File: config.mk
export PLATFORM = sky130hd
export DESIGN_NAME = uart_rx_flat
export DESIGN_NICKNAME = d
export VERILOG_FILES = /design/src/rtl/uart_rx_if.sv /design/src/rtl/uart_rx.sv /design/src/flat_wrapper.sv
export SDC_FILE = /design/constraint.sdc
export NUM_CORES = 1
export LEC_CHECK = 0
export CELL_PAD_IN_SITES_DETAIL_PLACEMENT = 1
export CELL_PAD_IN_SITES_GLOBAL_PLACEMENT = 2
export CORE_MARGIN = 2
export CORE_UTILIZATION = 24
export CTS_BUF_LIST = sky130_fd_sc_hd__clkbuf_4 sky130_fd_sc_hd__clkbuf_8
export DETAILED_ROUTE_END_ITERATION = 10
export PLACE_DENSITY_LB_ADDON = 0.25
export SYNTH_ARGS = -nofsm -noshare
export SYNTH_HDL_FRONTEND = slang
export SYNTH_SLANG_ARGS = --single-unit
export TNS_END_PERCENT = 10
File: constraint.sdc
create_clock -name clk -period 2.66 [get_ports clk]
set_clock_uncertainty 0.05 [all_clocks]
set_input_delay 0.399 -clock clk [delete_from_list [all_inputs] [get_ports clk]]
set_output_delay 0.399 -clock clk [all_outputs]
set_load 0.05 [all_outputs]
File: src/rtl/uart_rx_if.sv
// Receive-side bundle for uart_rx: the serial line in, the received byte,
// its strobes and the busy/state observation signals out.
interface uart_rx_if;
    logic       serial_rxd;
    logic [7:0] rx_data;
    logic       rx_valid;
    logic       rx_frame_err;
    logic       rx_busy;
    logic [2:0] rx_state;

    // Receiver side: consumes the line, produces the byte and strobes.
    modport slave (
        input  serial_rxd,
        output rx_data,
        output rx_valid,
        output rx_frame_err,
        output rx_busy,
        output rx_state
    );

    // Line driver / consumer side.
    modport master (
        output serial_rxd,
        input  rx_data,
        input  rx_valid,
        input  rx_frame_err,
        input  rx_busy,
        input  rx_state
    );
endinterface

File: src/rtl/uart_rx.sv
// 8N1 UART receiver with a 2-flop line synchronizer and mid-bit sampling.
// Strobe semantics: rx_valid and rx_frame_err are single-cycle, registered,
// mutually exclusive pulses with no back-pressure; rx_data is stable from
// the rx_valid pulse until the next good frame overwrites it.
module uart_rx #(
    parameter int CLOCKS_PER_BIT = 86
) (
    input logic     clk,
    input logic     rst_n,
    uart_rx_if.slave rx
);
    localparam int CW = $clog2(CLOCKS_PER_BIT);

    // Last count of a full bit period, and of the initial half-bit wait.
    localparam logic [CW-1:0] BIT_LAST   = CW'(CLOCKS_PER_BIT - 1);
    localparam logic [CW-1:0] START_LAST = CW'((CLOCKS_PER_BIT - 1) / 2 - 1);

    localparam logic [2:0] ST_IDLE  = 3'd0;
    localparam logic [2:0] ST_START = 3'd1;
    localparam logic [2:0] ST_DATA  = 3'd2;
    localparam logic [2:0] ST_STOP  = 3'd3;
    localparam logic [2:0] ST_BREAK = 3'd4;

    logic          rxd_meta_q, rxd_meta_d;
    logic          rxd_s_q,    rxd_s_d;
    logic          rxd_prev_q, rxd_prev_d;
    logic [2:0]    state_q,    state_d;
    logic [CW-1:0] cnt_q,      cnt_d;
    logic [2:0]    bit_idx_q,  bit_idx_d;
    logic [7:0]    shift_q,    shift_d;
    logic [7:0]    data_q,     data_d;
    logic          valid_q,    valid_d;
    logic          ferr_q,     ferr_d;

    // Synchronizer chain plus one history flop for start-edge detection.
    always_comb begin
        rxd_meta_d = rx.serial_rxd;
        rxd_s_d    = rxd_meta_q;
        rxd_prev_d = rxd_s_q;
    end

    // Frame FSM: the half-bit START wait puts every later sample mid-bit,
    // and leaving STOP at its midpoint lets a back-to-back start be seen.
    always_comb begin
        state_d   = state_q;
        cnt_d     = cnt_q;
        bit_idx_d = bit_idx_q;
        shift_d   = shift_q;
        data_d    = data_q;
        valid_d   = 1'b0;
        ferr_d    = 1'b0;
        case (state_q)
            ST_IDLE: begin
                cnt_d     = '0;
                bit_idx_d = 3'd0;
                if (!rxd_s_q && rxd_prev_q) begin
                    state_d = ST_START;
                end
            end
            ST_START: begin
                if (cnt_q == START_LAST) begin
                    cnt_d     = '0;
                    bit_idx_d = 3'd0;
                    state_d   = rxd_s_q ? ST_IDLE : ST_DATA;
                end else begin
                    cnt_d = cnt_q + 1'b1;
                end
            end
            ST_DATA: begin
                if (cnt_q == BIT_LAST) begin
                    cnt_d     = '0;
                    shift_d   = {rxd_s_q, shift_q[7:1]};
                    bit_idx_d = bit_idx_q + 1'b1;
                    if (bit_idx_q == 3'd7) begin
                        state_d = ST_STOP;
                    end
                end else begin
                    cnt_d = cnt_q + 1'b1;
                end
            end
            ST_STOP: begin
                if (cnt_q == BIT_LAST) begin
                    cnt_d = '0;
                    if (rxd_s_q) begin
                        data_d  = shift_q;
                        valid_d = 1'b1;
                        state_d = ST_IDLE;
                    end else begin
                        ferr_d  = 1'b1;
                        state_d = ST_BREAK;
                    end
                end else begin
                    cnt_d = cnt_q + 1'b1;
                end
            end
            ST_BREAK: begin
                if (rxd_s_q) begin
                    state_d = ST_IDLE;
                end
            end
            default: begin
                state_d = ST_IDLE;
            end
        endcase
    end

    // State registers; the synchronizer resets to the idle-high line level.
    always_ff @(posedge clk or negedge rst_n) begin
        if (!rst_n) begin
            rxd_meta_q <= 1'b1;
            rxd_s_q    <= 1'b1;
            rxd_prev_q <= 1'b1;
            state_q    <= ST_IDLE;
            cnt_q      <= '0;
            bit_idx_q  <= 3'd0;
            shift_q    <= 8'h00;
            data_q     <= 8'h00;
            valid_q    <= 1'b0;
            ferr_q     <= 1'b0;
        end else begin
            rxd_meta_q <= rxd_meta_d;
            rxd_s_q    <= rxd_s_d;
            rxd_prev_q <= rxd_prev_d;
            state_q    <= state_d;
            cnt_q      <= cnt_d;
            bit_idx_q  <= bit_idx_d;
            shift_q    <= shift_d;
            data_q     <= data_d;
            valid_q    <= valid_d;
            ferr_q     <= ferr_d;
        end
    end

    assign rx.rx_data      = data_q;
    assign rx.rx_valid     = valid_q;
    assign rx.rx_frame_err = ferr_q;
    assign rx.rx_busy      = (state_q != ST_IDLE);
    assign rx.rx_state     = state_q;
endmodule

File: src/flat_wrapper.sv
// flat-port wrapper written by rule: the top's interface ports become plain ports
module uart_rx_flat 
#(
    parameter int CLOCKS_PER_BIT = 86
)
  (clk, rst_n, rx_serial_rxd, rx_rx_data, rx_rx_valid, rx_rx_frame_err, rx_rx_busy, rx_rx_state);
  uart_rx_if rx_i ();
  input logic clk;
  input logic rst_n;
  input wire logic [$bits(rx_i.serial_rxd)-1:0] rx_serial_rxd;
  output wire logic [$bits(rx_i.rx_data)-1:0] rx_rx_data;
  output wire logic [$bits(rx_i.rx_valid)-1:0] rx_rx_valid;
  output wire logic [$bits(rx_i.rx_frame_err)-1:0] rx_rx_frame_err;
  output wire logic [$bits(rx_i.rx_busy)-1:0] rx_rx_busy;
  output wire logic [$bits(rx_i.rx_state)-1:0] rx_rx_state;
  assign rx_i.serial_rxd = rx_serial_rxd;
  assign rx_rx_data = rx_i.rx_data;
  assign rx_rx_valid = rx_i.rx_valid;
  assign rx_rx_frame_err = rx_i.rx_frame_err;
  assign rx_rx_busy = rx_i.rx_busy;
  assign rx_rx_state = rx_i.rx_state;
  uart_rx #(.CLOCKS_PER_BIT(CLOCKS_PER_BIT)) u_core (.clk(clk), .rst_n(rst_n), .rx(rx_i));
endmodule
==> impl_metrics.yaml, run 1 <==
run_status:
  status: "complete, no violations"
worst_setup_path:
  regToRegSetupSlack_ns: 0.69
  path_cells: "inv_1 -> nand2_1 -> clkdlybuf4s50_1"
  crit_path_end_kind: "output pin"
  critPathSlowestCell: "clkdlybuf4s50_1"
  worstPathRequired_ns: 2.21
  crit_type: "reg -> out"
  rr_endpoint: "u_core.shift_q[0]"
  startpoint_type: "flop"
  critical-path-max-stage-delay_ns: 0.82
  worstPathMaxFanout: 9
  worstRegToRegCells: 6
  r2r_start: "u_core.cnt_q[1]"
  cp.arrival_ns: 2.03
clock_tree:
  ctsLongestPathBuffers: 2
  holdBufCountCts: 0
  clkLatencyLatePin_ns: 0.29
  cts_num_sinks: 34
  h-tree-depth: 2
  post_cts_buffers: 0
  cts_made_buffers: 5
  ctsResizeCount: 0
  root_buffer: "clkbuf_8"
  cts_tree: "yes"
  clk_pin_slew_ns: 0.07
floorplan:
  die_w_um: 84.57
  row_count: 29
  dieHeight_um: 84.57
  start_util: 0.2467
  pin_count: 17
  dieArea_sq_mm: 0.007151
  core_sq_mm: 0.006314
yosys:
  synth_area_sq_mm: 0.001558
  ys_seq_elements: 34
  synthCells: 126
  synthTopCellsByArea: "dfrtp_1 50%, mux2_2 12%, dfstp_2 5.1%"
  synthMuxAreaShare: 0.1357
  synth_top_family_by_area: "simple AND/OR/NAND/NOR gates"
  synthAdderAreaFrac: 0.03213
  synth-edff-count: 0
  yosysWarnings: 0
  synth-xor-area-share: 0.01687
  synth_cell_type_count: 40
  synth_nets: 133
  post-synth-top-area-cell: "dfrtp_1"
  ys_seq_area_frac: 0.5486
  synth_compound_area_frac: 0.08755
  yosys.area_share.simple: 0.1534
  avgSynthCellArea_sq_um: 12.36
  yosys.area.top_type_share: 0.4980
  synthFlopType: "dfrtp_1"
  synth-async-reset-ratio: 1.000
grt:
  grt_pass1_vias: 1125
  overflow: 0
  grt_pass1_wl_um: 5651
  grt_usage: 0.1003
  grt_max_degree: 35
  antenna_found_initial: 0
final_layout:
  areaGrowthSynthToFinish_pct: 25.38
  diodes: 0
  drive_above_1_share: 0.2617
  layout_commonest_cell: "dfrtp_1"
  final_cell_area_sq_mm: 0.001953
  final_cell_mix: "31 x dfrtp_1, 17 x mux2_2, 16 x clkdlybuf4s50_1"
  num-nets-final: 155
  fillCellCount: 715
  fin_util: 0.3094
drt:
  viasPerCell: 4.637
  dr_total_vias: 1048
  firstDrtPassIters: 4
  first_iter_violations: 26
  wl_um: 3320
  drtAntennaViolNets: 0
  drcViolationCount: 0
  wl_per_cell_um: 14.69
power:
  peakVddDrop_uv: 370.4
  swShare: 0.3203
  power_density_mw_per_mm2: 841.4
  p_comb_frac: 0.235
  clock_power_share: 0.354
  p_sw_mw: 0.5263
  power_frac_seq: 0.411
  leakagePower_nw: 0.8850
  internal-power_mw: 1.117
timing:
  post-route-min-period_ns: 2.484
  tightest_slew_ns: 0.5731
  fmax_ghz: 0.4026
  setup_ws_ns: 0.1761
  slew_headroom: 0.6179
  finalSetupTns_ns: 0
  post-route-period-util: 0.9338
  setup_violations: 0
  rsz0062_at_grt: "no"
  maxSlewViolCount: 0
  finalHoldViolCount: 0
placed_design:
  io_buffer_count: 16
  place.gp.congestion: 0.7683
  hpwl_um: 2280
  place_area_sq_mm: 0.001815
  place_ws_ns: 0.4521
worst_hold_path:
  hold_path_class: "reg -> reg"
  hold_depth: 0
  holdCritStartpoint: "u_core.rxd_meta_q"
  min_to: "u_core.rxd_prev_d"
flow_run:
  maxCapViolations: 0
## worst max-delay path: cells and delay by family, from the launching register on
| family | cells | cell delay, ns |
|---|---|---|
| buffers and inverters | 2 | 1.02 |
| flip-flops | 1 | 0.57 |
| AND/OR/NAND/NOR | 1 | 0.17 |
## through the flow
step,hold slack [ns],std cells,power [mW]
final,0.3093,226,1.643
after global routing,0.3156,226,1.736
after CTS,0.3124,226,1.668
after detailed placement,0.3019,218,1.077
after global placement,0.2978,218,1.063
after floorplan,0.05341,126,0.9561
## final cells by class
class,count,area [sq um],share of cell area
sequential,34,854.6,0.4375
multi-input combinational,82,663.1,0.3395
timing repair buffer,18,175.2,0.08969
tap,77,96.34,0.04933
clock buffer,5,68.82,0.03523
clock inverter,3,68.82,0.03523
inverter,7,26.28,0.01345
## synth_stat cells, drive strengths merged, types with 3 or more instances
library cell  count
dfstp             3
dfrtp            31
and2              3
inv               7
nand4             3
mux2             17
nand2             8
a21oi             6
o21ai             3
nor2              8
ha                4
nand3             3
## state kept, by name, summed over array words and instances (netlist names)
register	count
u_core.rx.rx_frame_err	1
u_core.rx.rx_data	8
u_core.rx.rx_valid	1
u_core.bit_idx_q	3
u_core.rxd_prev_d	1
u_core.cnt_q	7
u_core.shift_q	8
u_core.rx.rx_state	3
u_core.rxd_prev_q	1
u_core.rxd_meta_q	1
## worst max-delay path by stage
| stage | endpoint | cells past startpoint | start |
|---|---|---|---|
| floorplan | u_core.bit_idx_q[0] | 5 | u_core.rx.rx_state[2] |
| global placement | rx_rx_busy | 3 | u_core.rx.rx_state[0] |
| detailed placement | rx_rx_busy | 3 | u_core.rx.rx_state[0] |
| CTS | rx_rx_busy | 3 | u_core.rx.rx_state[0] |
| global route | rx_rx_busy | 3 | u_core.rx.rx_state[0] |
| finish | rx_rx_busy | 3 | u_core.rx.rx_state[0] |
## metal layers
metal	vias up	track usage	routed length [um]
li1	494	-	-
met1	536	0.1376	1622
met2	16	0.1489	1563
met3	2	0.02360	106
met4	0	0.04762	27
met5	-	0	0
## power groups by stage
stage	sequential [mW]	combinational (mW)	clock, mW
floorplan	0.672	0.284	0
global placement	0.680	0.383	0
detailed placement	0.685	0.392	0
CTS	0.676	0.391	0.601
global route	0.693	0.421	0.623
finish	0.675	0.386	0.582
## kinds of logic (layout without fill, tap and decap cells)
group | count (synthesis) | after routing
AO/OA/AOI/OAI | 18 | 18
adder cells (fa/ha/maj) | 4 | 4
AND/OR/NAND/NOR | 38 | 38
XOR/XNOR | 3 | 3
multiplexers | 19 | 19
flip-flops | 34 | 34
buffers and inverters | 10 | 33
(Power assumes the default switching activity.)
==> run 2: changes to the inputs <==
--- a/config.mk
+++ b/config.mk
@@ -5,11 +5,13 @@
 export SDC_FILE = /design/constraint.sdc
 export NUM_CORES = 1
 export LEC_CHECK = 0
+export CAP_MARGIN = 20
 export CELL_PAD_IN_SITES_DETAIL_PLACEMENT = 1
 export CELL_PAD_IN_SITES_GLOBAL_PLACEMENT = 2
 export CORE_MARGIN = 2
-export CORE_UTILIZATION = 24
+export CORE_UTILIZATION = 28
 export CTS_BUF_LIST = sky130_fd_sc_hd__clkbuf_4 sky130_fd_sc_hd__clkbuf_8
+export CTS_CLUSTER_DIAMETER = 30
 export DETAILED_ROUTE_END_ITERATION = 10
 export PLACE_DENSITY_LB_ADDON = 0.25
 export SYNTH_ARGS = -nofsm -noshare
==> run 2 against run 1 <==
Effect of this change:
- global-route usage rose by 2.6 points
- hold slack lost 0.00064 ns
- utilization is 4.4 points higher
- via count decreased by 0.57%
- wire length down 0.69%
- critical path type unchanged
==> impl_metrics.yaml, run 2 (synthesized netlist as in run 1, its figures left out) <==
run_status:
  status: "complete, no violations"
grt:
  antenna_found_initial: 0
  grt_usage: 0.1267
  grt_max_degree: 35
  grt_pass1_vias: 1200
  grt_pass1_wl_um: 5940
  overflow: 0
floorplan:
  row_count: 27
  dieHeight_um: 78.59
  pin_count: 17
  core_sq_mm: 0.005439
  die_w_um: 78.59
  dieArea_sq_mm: 0.006176
  start_util: 0.2864
worst_hold_path:
  holdCritStartpoint: "u_core.rxd_meta_q"
  hold_path_class: "reg -> reg"
timing:
  setup_violations: 0
  slew_headroom: 0.5869
  post-route-min-period_ns: 2.490
  maxSlewViolCount: 0
  tightest_slew_ns: 0.6197
  fmax_ghz: 0.4017
  finalHoldViolCount: 0
  post-route-period-util: 0.9360
  rsz0062_at_grt: "no"
  finalSetupTns_ns: 0
final_layout:
  areaGrowthSynthToFinish_pct: 23.45
  final_cell_mix: "31 x dfrtp_1, 17 x mux2_2, 16 x clkdlybuf4s50_1"
  drive_above_1_share: 0.2617
  diodes: 0
  fin_util: 0.3536
  layout_commonest_cell: "dfrtp_1"
  num-nets-final: 155
  fillCellCount: 602
placed_design:
  hpwl_um: 2363
  place.gp.congestion: 0.8282
  io_buffer_count: 16
power:
  p_total_mw: 1.534
  peakVddDrop_uv: 313.5
  power_density_mw_per_mm2: 797.7
  leakagePower_nw: 0.8670
drt:
  first_iter_violations: 50
  dr_total_vias: 1042
  wl_per_cell_um: 14.92
  firstDrtPassIters: 3
  drtAntennaViolNets: 0
  viasPerCell: 4.715
  drcViolationCount: 0
  wl_um: 3297
clock_tree:
  ctsResizeCount: 0
  h-tree-depth: 2
  cts_num_sinks: 34
  cts_tree: "yes"
  clk_pin_slew_ns: 0.08
  ctsLongestPathBuffers: 2
  clkLatencyLatePin_ns: 0.29
  cts_made_buffers: 5
  holdBufCountCts: 0
  root_buffer: "clkbuf_8"
  post_cts_buffers: 0
worst_setup_path:
  cp.arrival_ns: 2.04
  cp_top_family: "buffers and inverters"
  startpoint_type: "flop"
  critPathSlowestCell: "clkdlybuf4s50_1"
  path_buf_inv: 2
  crit_type: "reg -> out"
  path_cells: "inv_1 -> nand2_1 -> clkdlybuf4s50_1"
  setup.worst_path.start: "u_core.rx.rx_state[0]"
  r2r_start: "u_core.cnt_q[1]"
  worstPathMaxFanout: 9
  worstPathRequired_ns: 2.21
  crit_path_end_kind: "output pin"
  critical-path-max-stage-delay_ns: 0.81
flow_run:
  maxCapViolations: 0
[run 2: changes by cell type in the layout (fill, tap and decap cells not counted), sizes merged]
cell	previous run	this run
clkinv	1	0
bufinv	2	1
clkinvlp	0	2
[run 2: final cells by class]
| type | count | area (sq um) | share of cell area |
|---|---|---|---|
| Clock inverter | 3 | 45.04 | 0.02342 |
| Sequential cell | 34 | 854.6 | 0.4444 |
| Clock buffer | 5 | 68.82 | 0.03578 |
| Timing Repair Buffer | 18 | 175.2 | 0.09109 |
| Inverter | 7 | 26.28 | 0.01366 |
| Multi-Input combinational cell | 82 | 663.1 | 0.3448 |
| Tap cell | 72 | 90.09 | 0.04684 |
[run 2: stage by stage]
step / instance area [sq um] / instances / hold WS (ns) / setup slack, ns
detailed placement: 1809 / 213 / 0.2997 / 0.4942
floorplan: 1558 / 126 / 0.05341 / 0.5424
global placement: 1809 / 213 / 0.2965 / 0.5484
CTS: 1923 / 221 / 0.3098 / 0.1601
finish: 1923 / 221 / 0.3086 / 0.1703
global route: 1923 / 221 / 0.3151 / 0.06172
[run 2: final timing paths]
kind | endpoint | slack (ns) | cells past startpoint
setup / recovery | rx_rx_busy | 0.17 | 3
min in group asynchronous | u_core.rx.rx_state[0] | 0.47 | 2
hold / removal | u_core.rxd_prev_d | 0.31 | 0
setup reg to reg | u_core.shift_q[0] | 0.69 | 6
max in group asynchronous | u_core.rxd_prev_d | 1.73 | 2
hold reg to reg | u_core.rxd_prev_d | 0.31 | 0
[run 2: where the power goes]
| group | leakage (nW) | switching, mW | internal [mW] |
|---|---|---|---|
| logic | 0.368 | 0.218 | 0.161 |
| registers | 0.448 | 0.0960 | 0.580 |
| clock network | 0.0504 | 0.200 | 0.279 |
[run 2: metal layers]
metal	share of wire	routed length, um	vias up	GRT usage
met5	0	0	-	0
met1	0.44	1448	533	0.1445
li1	-	-	487	-
met2	0.50	1639	15	0.2162
met3	0.034	112	7	0.03678
met4	0.029	97	0	0.06140
[run 2: worst register-to-register path: stages (launching register included)]
cell	delay [ns]
dfrtp_1	0.43
inv_1	0.07
ha_1	0.16
and4b_2	0.27
nand2_4	0.09
nor2_2	0.39
mux2_2	0.39
==> run 3: changes to the inputs <==
--- a/config.mk
+++ b/config.mk
@@ -9,7 +9,7 @@
 export CELL_PAD_IN_SITES_DETAIL_PLACEMENT = 1
 export CELL_PAD_IN_SITES_GLOBAL_PLACEMENT = 2
 export CORE_MARGIN = 2
-export CORE_UTILIZATION = 28
+export CORE_UTILIZATION = 42
 export CTS_BUF_LIST = sky130_fd_sc_hd__clkbuf_4 sky130_fd_sc_hd__clkbuf_8
 export CTS_CLUSTER_DIAMETER = 30
 export DETAILED_ROUTE_END_ITERATION = 10
==> run 3 against run 2 <==
Effect of this change:
- sequential share of layout area increased by 1.2 points
- total power decreased by 5.8%
- critical path depth unchanged
- non-clock buffer count unchanged
- cell count decreased by 11%
- combinational power increased by 1%
- setup slack improved by 0.038 ns
- clock-buffer cell count increased by 1
- first-iteration DRC count decreased by 18%
- clock power decreased by 19%
- maximum frequency increased by 1.5%
- hold slack improved by 0.0069 ns
- critical path type unchanged
- largest cell class unchanged
- highest routed layer unchanged
==> impl_metrics.yaml, run 3 (synthesized netlist as in run 1, its figures left out) <==
timing:
  setup_violations: 0
  fmax_ghz: 0.4078
  post-route-min-period_ns: 2.452
  slew_headroom: 0.5711
  rsz0062_at_grt: "no"
  tightest_slew_ns: 0.6433
  finalHoldViolCount: 0
  maxSlewViolCount: 0
  post-route-period-util: 0.9219
  finalSetupTns_ns: 0
power:
  internal-power_mw: 0.9499
  power_density_mw_per_mm2: 771.4
  clock_power_share: 0.268
  p_comb_frac: 0.265
  peakVddDrop_uv: 396.1
  swShare: 0.3429
  leakagePower_nw: 0.8639
  p_sw_mw: 0.4958
  power_frac_seq: 0.466
  p_total_mw: 1.446
worst_setup_path:
  cp.arrival_ns: 2.00
  worstRegToRegCells: 6
  crit_type: "reg -> out"
  r2r_start: "u_core.cnt_q[1]"
  crit_path_end_kind: "output pin"
  regToRegSetupSlack_ns: 0.70
  worstPathRequired_ns: 2.21
  startpoint_type: "flop"
  rr_endpoint: "u_core.cnt_q[5]"
  worstPathMaxFanout: 9
grt:
  grt_pass1_vias: 1149
  antenna_found_initial: 0
  overflow: 0
  grt_usage: 0.1708
  grt_pass1_wl_um: 5402
  grt_max_degree: 35
drt:
  drtAntennaViolNets: 0
  viasPerCell: 5.223
  firstDrtPassIters: 4
  first_iter_violations: 41
  dr_total_vias: 1029
  wl_per_cell_um: 15.11
  wl_um: 2976
  drcViolationCount: 0
clock_tree:
  post_cts_buffers: 0
  cts_tree: "yes"
  holdBufCountCts: 0
  ctsResizeCount: 0
  h-tree-depth: 2
  root_buffer: "clkbuf_8"
  ctsLongestPathBuffers: 2
  cts_num_sinks: 34
  cts_made_buffers: 5
  clk_pin_slew_ns: 0.07
  clkLatencyLatePin_ns: 0.28
floorplan:
  dieHeight_um: 64.90
  row_count: 22
  start_util: 0.4320
  die_w_um: 64.90
  core_sq_mm: 0.003606
  dieArea_sq_mm: 0.004212
  pin_count: 17
final_layout:
  multiInputGateArea_sq_um: 663.1
  layout_commonest_cell: "dfrtp_1"
  num-nets-final: 155
  areaGrowthSynthToFinish_pct: 20.32
  drive_above_1_share: 0.2617
  regArea_sq_um: 854.6
  diodes: 0
  final_cell_mix: "31 x dfrtp_1, 17 x mux2_2, 16 x clkdlybuf4s50_1"
  fillCellCount: 377
worst_hold_path:
  min_to: "u_core.rxd_prev_d"
  holdCritStartpoint: "u_core.rxd_meta_q"
  hold_depth: 0
  hold_path_class: "reg -> reg"
placed_design:
  io_buffer_count: 16
  place.gp.congestion: 0.8030
  hpwl_um: 2123
flow_run:
  maxCapViolations: 0
run_status:
  status: "complete, no violations"
==> run 3: cell count changes in the layout (fill, tap and decap cells not counted) <==
cell,previous run,this run
bufinv_16,1,0
clkbuf_8,5,6
clkinv_2,0,1
clkinvlp_4,2,1
==> run 3: worst max-delay path by stage <==
stage,start,depth (start not counted),endpoint
global route,u_core.rx.rx_state[0],3,rx_rx_busy
floorplan,u_core.rx.rx_state[2],5,u_core.bit_idx_q[0]
CTS,u_core.rx.rx_state[0],3,rx_rx_busy
detailed placement,u_core.rx.rx_state[0],3,rx_rx_busy
finish,u_core.rx.rx_state[0],3,rx_rx_busy
global placement,u_core.rx.rx_state[0],3,rx_rx_busy
==> run 3: per-layer routing <==
metal | global-route usage | up-vias | routed length [um]
met5 | 0 | - | 0
met4 | 0.07181 | 0 | 48
met3 | 0.02951 | 5 | 84
met2 | 0.2874 | 16 | 1528
met1 | 0.2166 | 519 | 1315
li1 | - | 489 | -
==> run 3: cell type report <==
| type | count | area share |
|---|---|---|
| multi-input cells | 82 | 0.3538 |
| flip-flops and latches | 34 | 0.4559 |
| clock inverters | 2 | 0.006676 |
| well taps | 48 | 0.03204 |
| inverters | 7 | 0.01402 |
| repair buffers | 18 | 0.09346 |
| clock buffers | 6 | 0.04406 |
==> run 3: through the flow <==
stage                       util  std cells  hold slack (ns)  area (sq um)  setup slack, ns
final                     0.5198        197           0.3155          1874           0.2079
after global routing      0.5198        197           0.3213          1874           0.1063
after CTS                 0.5198        197           0.3178          1874           0.1950
after detailed placement  0.4934        189           0.3099          1779           0.4803
after global placement    0.4934        189           0.3124          1779           0.5627
after floorplan                -        126          0.05341          1558           0.5424
==> run 3: power by group through the flow <==
stage          clock network (mW)  registers, mW  logic, mW
3_3_place_gp                    0          0.677      0.377
6_report                    0.388          0.674      0.384
2_1_floorplan                   0          0.672      0.284
4_1_cts                     0.405          0.675      0.389
5_1_grt                     0.422          0.691      0.430
3_5_place_dp                    0          0.684      0.383
==> run 3: worst max-delay path, cell delays in order, from the launching register on <==
cell	delay [ns]
dfrtp_1	0.57
inv_1	0.18
nand2_1	0.16
clkdlybuf4s50_1	0.82
==> RTL edit 1 (settings of run 3) <==
`shift_q` no longer has a reset.
--- a/src/rtl/uart_rx.sv
+++ b/src/rtl/uart_rx.sv
@@ -115,3 +115,2 @@
             bit_idx_q  <= 3'd0;
-            shift_q    <= 8'h00;
             data_q     <= 8'h00;
@@ -126,3 +125,2 @@
             bit_idx_q  <= bit_idx_d;
-            shift_q    <= shift_d;
             data_q     <= data_d;
@@ -131,2 +129,6 @@
         end
+    end
+
+    always_ff @(posedge clk) begin
+        shift_q <= shift_d;
     end
Behaviour: no difference found for any inputs over 10 cycles, from zero or initial values and one cycle with rst_n low; that may be too few to reach the edited logic, so the function may still have changed.
==> RTL edit 1 against run 3 <==
Final area shrank 7.1%. Cell count shrank 6.6%. Critical path type unchanged. Via count fell by 7.0%. Sequential cell count did not move. Area after synthesis shrank 4.9%. Setup slack gained 0.058 ns. Wire length shrank 4.4%. Critical path depth unchanged. Global-route usage decreased by 0.72 points.
Power is not compared: it rests on default switching activity, and its combinational part moved more than twofold at a synthesized area within 25%.
==> RTL edit 1: results (changes against run 3) <==
[logic_synthesis]
yosysSeqAreaShare_pct = 60.4  ; +5.5 points
async_flop_share_pct = 76.5  ; -24 points
synth_edf_count = 8  ; +8
synth_nets = 124  ; -6.8%
yosysUniqueCellTypes = 35  ; -13%
avgSynthCellArea_sq_um = 12.7  ; +2.4%
yosys-top-cells-count = dfrtp_1 (23), nor2_1 (11)
synthTopCellsByArea = dfrtp_1 (39%), edfxtp_1 (16%), mux2_4 (8.1%)

[final_layout]
drive_gt1_share_pct = 17.4  ; -8.8 points
fill_cells = 365  ; -3.2%

[route]
routed_wl_um = 2850  ; -4.4%
avgRoutedWirePerCell_um = 15.5  ; +2.4%
num_vias = 957  ; -7.0%
first_iter_violations = 34  ; -17%

[setup_path]
worst_r2r_endpoint = u_core.rx.rx_data[7]$_DFFE_PN0P_
cp_max_fo = 13  ; +4
reg2reg_depth = 5  ; -1
cp-startpoint = u_core.rx.rx_state[1]$_DFFE_PN0P_
rrSetupSlack_ns = 0.40  ; -0.30 ns
arrival_ns = 1.95  ; -0.05 ns

[placement]
dp.final_hpwl_um = 2070  ; -2.5%

[sta]
worst_pin_slew_ns = 0.679  ; +0.0354 ns

[outcome]
run_status = completed

[global_route]
grt_max_degree = 27  ; -23%
grt_pass1_wl_um = 5030  ; -6.9%
grt_pass1_vias = 1011  ; -12%

[cts]
path_clk_slew_ns = 0.10  ; +0.03 ns

-- RTL edit 1: power groups by stage --
stage / Clock, mW / Combinational [mW] / Sequential, mW
floorplan: 0 / 0.0271 / 0.561
global placement: 0 / 0.0554 / 0.558
detailed placement: 0 / 0.0555 / 0.558
CTS: 0.285 / 0.0562 / 0.548
global route: 0.307 / 0.0612 / 0.549
finish: 0.274 / 0.0549 / 0.548
-- RTL edit 1: kinds of logic after synthesis --
logic type	Yosys count	share of synthesized area (%)
simple gates	37	13.2
flops	34	60.4
compound gates	14	6.67
buf+inv	13	3.80
mux	11	10.2
xor+xnor	4	2.37
fa+ha+maj	4	3.38
-- RTL edit 1: worst max-delay path: cells and delay by family (launching register included) --
family,cells,cell delay (ns)
buffers and inverters,1,0.81
flip-flops,1,0.57
AND/OR/NAND/NOR,2,0.23
-- RTL edit 1: metal layers --
| layer | wire length (um) | global-route usage [%] |
|---|---|---|
| met4 | 40 | 5.71 |
| met5 | 0 | 0 |
| met2 | 1430 | 27.0 |
| met3 | 119 | 4.29 |
| met1 | 1260 | 20.8 |
-- RTL edit 1: cell type report --
| cell class | count | area share [%] |
|---|---|---|
| Sequential cell | 34 | 51.4 |
| Multi-Input combinational cell | 70 | 30.5 |
| Timing Repair Buffer | 18 | 10.1 |
| Inverter | 8 | 1.72 |
| Clock inverter | 3 | 0.934 |
| Tap cell | 46 | 3.30 |
| Clock buffer | 5 | 2.16 |
-- RTL edit 1: through the flow --
step                worst slack [ns]  cell area (sq um)
floorplan                      0.510               1480
global placement               0.478               1690
detailed placement             0.405               1690
CTS                            0.250               1740
global route                   0.154               1740
finish                         0.266               1740
==> RTL edit 2 (flow settings as in run 3) <==
Made on the original files. `CLOCKS_PER_BIT` is set to 86 in 2 places; all go to 43.
--- a/src/rtl/uart_rx.sv
+++ b/src/rtl/uart_rx.sv
@@ -5,3 +5,3 @@
 module uart_rx #(
-    parameter int CLOCKS_PER_BIT = 86
+    parameter int CLOCKS_PER_BIT = 43
 ) (
--- a/src/flat_wrapper.sv
+++ b/src/flat_wrapper.sv
@@ -3,3 +3,3 @@
 #(
-    parameter int CLOCKS_PER_BIT = 86
+    parameter int CLOCKS_PER_BIT = 43
 )
Behaviour: no difference found for any inputs over 10 cycles, from zero or initial values and one cycle with rst_n low; that may be too few to reach the edited logic, so the function may still have changed.
==> RTL edit 2 against run 3 <==
Combinational power decreased by 26%. Sequential cell count fell by 1. Final area decreased by 4.5%. Setup slack got worse by 0.034 ns. Highest routed layer unchanged. Synthesized cell count did not move. Sequential power shrank 4.9%. Power shrank 8.4%. Cell count down 3.0%. Wire length up 1.1%. Area after synthesis is 2.8% lower. Critical path type unchanged.
==> RTL edit 2: results (changes against run 3) <==
[pwr]
p_seq_share_pct = 48.4  ; +1.8 points
clkPwrFrac_pct = 30.2  ; +3.4 points
p_switching_mw = 0.428  ; -14%
powerDensity_nw_per_um2 = 740  ; -4.1%
power_clock_mw = 0.400  ; +3%
leakagePower_nw = 0.857  ; -0.83%

[outcome]
run_status = completed

[route]
routed_wl_um = 3010  ; +1.1%
avgRoutedWirePerCell_um = 15.8  ; +4.3%
first_iter_violations = 33  ; -20%

[floorplanning]
num_rows = 21  ; -4.5%

[cts]
cts_num_sinks = 33  ; -2.9%
path_clk_slew_ns = 0.09  ; +0.02 ns

[logic_synthesis]
yosysUniqueCellTypes = 32  ; -20%
avgSynthCellArea_sq_um = 12.0  ; -2.8%
yosysSeqAreaShare_pct = 54.8  ; -0.066 points
synthXorXnorAreaFrac_pct = 1.74  ; +0.049 points
synthMuxAreaShare_pct = 13.9  ; +0.31 points

[sta]
worst_pin_slew_ns = 0.527  ; -0.117 ns
period_share_pct = 93.5  ; +1.3 points

[placement]
post-place-ws_ns = 0.540  ; +0.0601 ns
dp.final_hpwl_um = 2120  ; about the same

[final_layout]
clock_area_share_pct = 4.96  ; -0.11 points
multi_input_gates = 79  ; -3.7%
seq_share_pct = 46.3  ; +0.74 points
inverters = 8  ; +1
nClkBuffers = 7  ; +1
buf_share_pct = 9.36  ; +0.018 points

[global_route]
grt_usage_pct = 17.7  ; +0.60 points
grt_pass1_wl_um = 5420  ; +0.26%

[setup_path]
rrSetupSlack_ns = 0.58  ; -0.12 ns

[RTL edit 2: final timing paths]
kind | startpoint | end | depth (start not counted)
min in group asynchronous | rst_n | u_core.rx.rx_frame_err$_DFF_PN0_ | 2
worst max register to register | u_core.rx.rx_state[1]$_DFFE_PN0P_ | u_core.rx.rx_data[4]$_DFFE_PN0P_ | 3
max in group asynchronous | rst_n | u_core.rxd_prev_q$_DFF_PN1_ | 2
worst max-delay path | u_core.rx.rx_state[2]$_DFFE_PN0P_ | rx_rx_busy | 3
worst min-delay path | u_core.rxd_meta_q$_DFF_PN1_ | u_core.rxd_prev_d$_DFF_PN1_ | 0
worst min register to register | u_core.rxd_meta_q$_DFF_PN1_ | u_core.rxd_prev_d$_DFF_PN1_ | 0
[RTL edit 2: worst register-to-register path, stage by stage, from the launching register on]
cell and delay [ns]:
dfrtp_1 0.63, nor2b_1 0.51, nand4_2 0.39, mux2_2 0.39
